$ cat config.mk
export PLATFORM = sky130hd
export DESIGN_NAME = mem_arbiter
export DESIGN_NICKNAME = d
export VERILOG_FILES = /design/src/rtl/riscv_mem_pkg.sv /design/src/rtl/rr_arb2.sv /design/src/rtl/mem_arbiter.sv
export SDC_FILE = /design/constraint.sdc
export NUM_CORES = 1
export LEC_CHECK = 0
export ABC_CLOCK_PERIOD_IN_PS = 5200
export BUFFER_PORTS_ARGS = -buffer_cell sky130_fd_sc_hd__buf_2
export CAP_MARGIN = 5
export CORE_AREA = 3 3 336 338
export CTS_BUF_LIST = sky130_fd_sc_hd__clkbuf_2 sky130_fd_sc_hd__clkbuf_4 sky130_fd_sc_hd__clkbuf_8
export DETAILED_ROUTE_END_ITERATION = 6
export DIE_AREA = 0 0 339 341
export HOLD_SLACK_MARGIN = 0.06
export PLACE_DENSITY = 0.31
export SYNTH_ARGS = -nofsm -noshare
export SYNTH_HDL_FRONTEND = slang
export SYNTH_HIERARCHICAL = 1
export SYNTH_SLANG_ARGS = --single-unit
export TNS_END_PERCENT = 1
$ cat constraint.sdc
create_clock -name clk -period 5.2 [get_ports clk]
set_input_delay 0.26 -clock clk [delete_from_list [all_inputs] [get_ports clk]]
set_output_delay 0.26 -clock clk [all_outputs]
set_load 0.03 [all_outputs]
$ cat src/rtl/riscv_mem_pkg.sv
// Shared types for the I/D-cache main-memory arbiter.
package riscv_mem_pkg;

    localparam int ADDR_W = 28;
    localparam int LINE_W = 128;

    typedef enum logic [1:0] {IDLE, BUSY, DRAIN} arb_state_t;

    typedef struct packed {
        logic              read;
        logic              write;
        logic [ADDR_W-1:0] addr;
        logic [LINE_W-1:0] wdata;
    } mem_req_t;

    function automatic logic req_valid(mem_req_t r);
        return r.read | r.write;
    endfunction

endpackage

$ cat src/rtl/rr_arb2.sv
// Two-input round-robin pick: on a tie the input not granted last wins.
module rr_arb2 (
    input  logic [1:0] req,
    input  logic       last,
    output logic [1:0] gnt
);

    assign gnt[0] = req[0] & (~req[1] | last);
    assign gnt[1] = req[1] & (~req[0] | ~last);

endmodule

$ cat src/rtl/mem_arbiter.sv
// Shares the single main-memory port between I-cache and D-cache,
// one transaction per grant, round-robin on ties.
module mem_arbiter
    import riscv_mem_pkg::*;
#(
    parameter int DRAIN_CYC = 1
) (
    input  logic              clk,
    input  logic              proc_reset_n,
    input  logic              i_mem_read,
    input  logic              i_mem_write,
    input  logic [ADDR_W-1:0] i_mem_addr,
    input  logic [LINE_W-1:0] i_mem_wdata,
    output logic              i_mem_ready,
    output logic [LINE_W-1:0] i_mem_rdata,
    input  logic              d_mem_read,
    input  logic              d_mem_write,
    input  logic [ADDR_W-1:0] d_mem_addr,
    input  logic [LINE_W-1:0] d_mem_wdata,
    output logic              d_mem_ready,
    output logic [LINE_W-1:0] d_mem_rdata,
    output logic              mem_read,
    output logic              mem_write,
    output logic [ADDR_W-1:0] mem_addr,
    output logic [LINE_W-1:0] mem_wdata,
    input  logic [LINE_W-1:0] mem_rdata,
    input  logic              mem_ready,
    output logic              grant_d
);

    localparam int CNT_W = (DRAIN_CYC > 1) ? $clog2(DRAIN_CYC) : 1;

    arb_state_t       state;
    logic             last_d;
    logic [CNT_W-1:0] drain_cnt;
    mem_req_t         i_req, d_req, sel;
    logic [1:0]       gnt;

    assign i_req = '{read: i_mem_read, write: i_mem_write, addr: i_mem_addr, wdata: i_mem_wdata};
    assign d_req = '{read: d_mem_read, write: d_mem_write, addr: d_mem_addr, wdata: d_mem_wdata};
    assign sel   = gnt[1] ? d_req : i_req;

    rr_arb2 u_rr (
        .req  ({req_valid(d_req), req_valid(i_req)}),
        .last (last_d),
        .gnt  (gnt)
    );

    // Completion is forwarded only while a transaction is actually in flight.
    assign i_mem_ready = (state == BUSY) & mem_ready & ~grant_d;
    assign d_mem_ready = (state == BUSY) & mem_ready &  grant_d;
    assign i_mem_rdata = mem_rdata;
    assign d_mem_rdata = mem_rdata;

    always_ff @(posedge clk or negedge proc_reset_n) begin
        if (!proc_reset_n) begin
            state     <= IDLE;
            last_d    <= 1'b1;
            grant_d   <= 1'b0;
            drain_cnt <= '0;
            mem_read  <= 1'b0;
            mem_write <= 1'b0;
            mem_addr  <= '0;
            mem_wdata <= '0;
        end else begin
            case (state)
                IDLE: if (|gnt) begin
                    mem_addr  <= sel.addr;
                    mem_wdata <= sel.wdata;
                    mem_write <= sel.write;
                    mem_read  <= sel.read & ~sel.write;
                    grant_d   <= gnt[1];
                    state     <= BUSY;
                end
                BUSY: if (mem_ready) begin
                    mem_read  <= 1'b0;
                    mem_write <= 1'b0;
                    last_d    <= grant_d;
                    drain_cnt <= '0;
                    state     <= DRAIN;
                end
                // Lets the serviced cache drop its strobe before we look again.
                DRAIN: begin
                    if (drain_cnt == CNT_W'(DRAIN_CYC - 1)) state <= IDLE;
                    else drain_cnt <= drain_cnt + 1'b1;
                end
                default: state <= IDLE;
            endcase
        end
    end

endmodule

==> metrics.md <==
| Metric | Value |
|---|---|
| Via count | `7517` |
| Global route overflow | `0` |
| Synth async-reset ratio | `1.00` |
| Post-synth EDFFs | `0` |
| Total wire length | `33.1 mm` |
| Commonest cells after routing, fill and taps aside | `buf_2 (478), dlygate4sd3_1 (318), mux2_4 (207)` |
| RePlAce Congestion | `0.756` |
| Final period demand of the worst path | `3.06 ns` |
| Clk Latency, worst-skew pair | `0.56 ns` |
| Post-Synth Simple-Gate Area | `0.00488` |
| Mean Syn Cell Area | `13.7 um^2` |
| Area fraction in compound gates after synthesis | `0.00407` |
| Global-route wire length before repair | `49.3 mm` |
| Routed WL per cell | `11.7 um` |
| Hold Fails Final Rpt | `0` |
| YS warnings | `6` |
| DR pass1 iterations | `4` |
| Hold Crit Class | `input port to register` |
| Root cell of the clock tree | `clkbuf_8` |
| Antenna violations before repair | `1` |
| Layout cells sized above 1 | `0.629` |
| Drt drc | `0` |
| DR vias/cell | `2.66` |
| RSZ-0062 raised after global routing | `false` |
| Reg-to-Reg Start | `last_d$_DFFE_PN1P_` |
| Largest net degree at the start of global routing | `96` |
| Total chip power | `8620 uW` |
| Flop2flop setup slack | `2.21 ns` |
| CP Class | `input port to register` |
| Vias in the first global route | `8520` |
| # setup viols final | `0` |
| Remaining antenna violation count | `0` |
| Net count, final | `1770` |
| Largest family of logic cells by synthesized area | `multiplexers` |
| Setup bufs post-CTS | `0` |
| Max_slew headroom | `0.379` |
| Ports | `864` |
| Number of CTS-inserted buffers | `17` |
| Setup ws final | `2.14 ns` |
| DP Worst Slack | `2.08 ns` |
| Reg-to-reg endpoint | `mem_wdata[112]$_DFFE_PN0P_` |
| Outcome | `finished clean` |
| Final Max Slew Viols | `0` |
| FMAX | `327 MHz` |
| Critical path startpoint category | `input port` |
| Filler Cells Inserted | `12400` |
| Synth Register Bits | `162` |
| Area Overhead vs Synth | `53.3%` |
| Distinct cells, synth | `23` |
| CTS clk-pin slew, worst paths | `0.10 ns` |
| PwrDens | `522 nW/um^2` |
| Hold Path Depth | `4` |
| Synth Net Count | `1235` |
| Setup TNS Final | `0 ns` |
| Port Buffer Count | `479` |
| Row Count | `122` |
| Max clock buf depth | `2` |
| CTS Sinks | `162` |
| Die H | `341 um` |
| Crit share post-route | `0.588` |
| CTS tree | `yes` |
| Initial core utilization | `0.0976` |
| Core Region | `110000 um^2` |
| Max IR drop VDD | `0.000204 V` |
| Worst Hold Endpoint | `mem_read$_DFFE_PN0P_` |
| Slew @ Worst Pin | `0.931 ns` |
| Min-delay src | `d_mem_read` |
| GRT Util Overall | `0.0567` |
| Mux cell area share after synthesis | `0.403` |
| Critical Path RT | `5.64 ns` |
| Width of the die | `339 um` |
| Htree depth | `4` |
| Crit end category | `register` |
| Max-cap violations | `0` |
| Fin Clk Skew | `0.0189 ns` |
| Seq/Total Area, Yosys | `0.377` |
| Cell Count, Final, Fillers Out | `2826` |
| Synth Flop Type | `dfrtp_1` |
| Peak fanout along the critical path | `45` |
| Final Util | `0.150` |
| Total Die Area | `116000 um^2` |
| Cells after synthesis | `788` |
| Syn Std Cell Area | `10800 um^2` |
| Synth Area in Adders | `0` |
| HPWL after detailed placement | `24.4 mm` |
| Placed cells | `2474` |
| Most common cell after layout, fill and taps aside | `buf_2` |
| Depth of the worst register-to-register path | `5` |
| Worst EP arrival | `3.50 ns` |
| 1st-iter DRT viols | `128` |
| Pleak | `0.00756 uW` |
| Post-Synth XOR/XNOR Area | `0` |
[layout make-up]
cell class	count	area (um^2)	share of cell area
multi-input cells	333	4460	0.270
repair buffers	807	5710	0.346
clock buffers	19	262	0.0158
diodes	2	5.00	0.000303
flip-flops and latches	162	4060	0.246
inverters	2	7.51	0.000455
well taps	1488	1860	0.113
clock inverters	13	149	0.00902
[what timing repair did]
item	CTS	global route
hold buffers	318	0
gates resized for setup	0	0
hold endpoints to repair	253	0
[cell usage after synthesis, types with 2 or more instances]
cell type	number	area, um^2
dfrtp_1	161	4030
buf_2	4	20.0
mux2_2	107	1200
buf_6	28	315
inv_1	2	7.51
mux2i_1	3	30.0
or2_2	2	12.5
nor2_1	2	7.51
mux2_4	207	3110
clkbuf_1	3	11.3
buf_4	256	1920
nand2_1	2	7.51
[per-layer routing]
metal,up-vias,part of all wire,global-route usage
met5,-,0,0
met2,370,0.50,0.0955
li1,3492,-,-
met1,3535,0.36,0.0553
met3,120,0.099,0.0292
met4,0,0.044,0.0347
[cells by family (layout without fill, tap and decap cells)]
family | Yosys count | after routing
compound gates | 6 | 6
buf+inv | 293 | 841
flops | 162 | 162
mux | 317 | 317
other cells | 0 | 2
simple gates | 10 | 10
[flip-flops by register name, indices dropped and copies added (netlist names)]
signal	flops
state	2
mem_write	1
last_d	1
mem_addr	28
mem_wdata	128
mem_read	1
grant_d	1
[worst max-delay path: stages]
cell and delay (ns):
dlygate4sd3_1 0.53, buf_2 0.11, or2_2 0.11, a21boi_4 0.49, buf_4 0.66, mux2_2 0.41
dlygate4sd3_1 0.56, mux2_4 0.25
[worst max-delay path by stage]
stage | slack [ns] | from | to
after floorplan | 3.23 | i_mem_read | mem_addr[10]$_DFFE_PN0P_
after global placement | 2.11 | i_mem_read | mem_addr[0]$_DFFE_PN0P_
after detailed placement | 2.08 | i_mem_read | mem_wdata[124]$_DFFE_PN0P_
after CTS | 2.15 | last_d$_DFFE_PN1P_ | mem_wdata[114]$_DFFE_PN0P_
after global routing | 2.03 | last_d$_DFFE_PN1P_ | mem_wdata[112]$_DFFE_PN0P_
final | 2.14 | d_mem_write | mem_wdata[112]$_DFFE_PN0P_
[power breakdown]
group	internal [uW]	total (uW)	switching, uW
Clock	458	1040	582
Sequential	1930	2280	354
Combinational	2590	5300	2720
Total	4970	8620	3650
[metrics by stage]
step                      hold WS [ns]  cell area (um^2)
after detailed placement         0.217             12900
after global placement           0.211             12900
after global routing             0.114             16500
after CTS                       0.0696             16500
final                            0.193             16500
after floorplan                -0.0356             10800
Note: power is estimated with default switching activity, not from simulation.
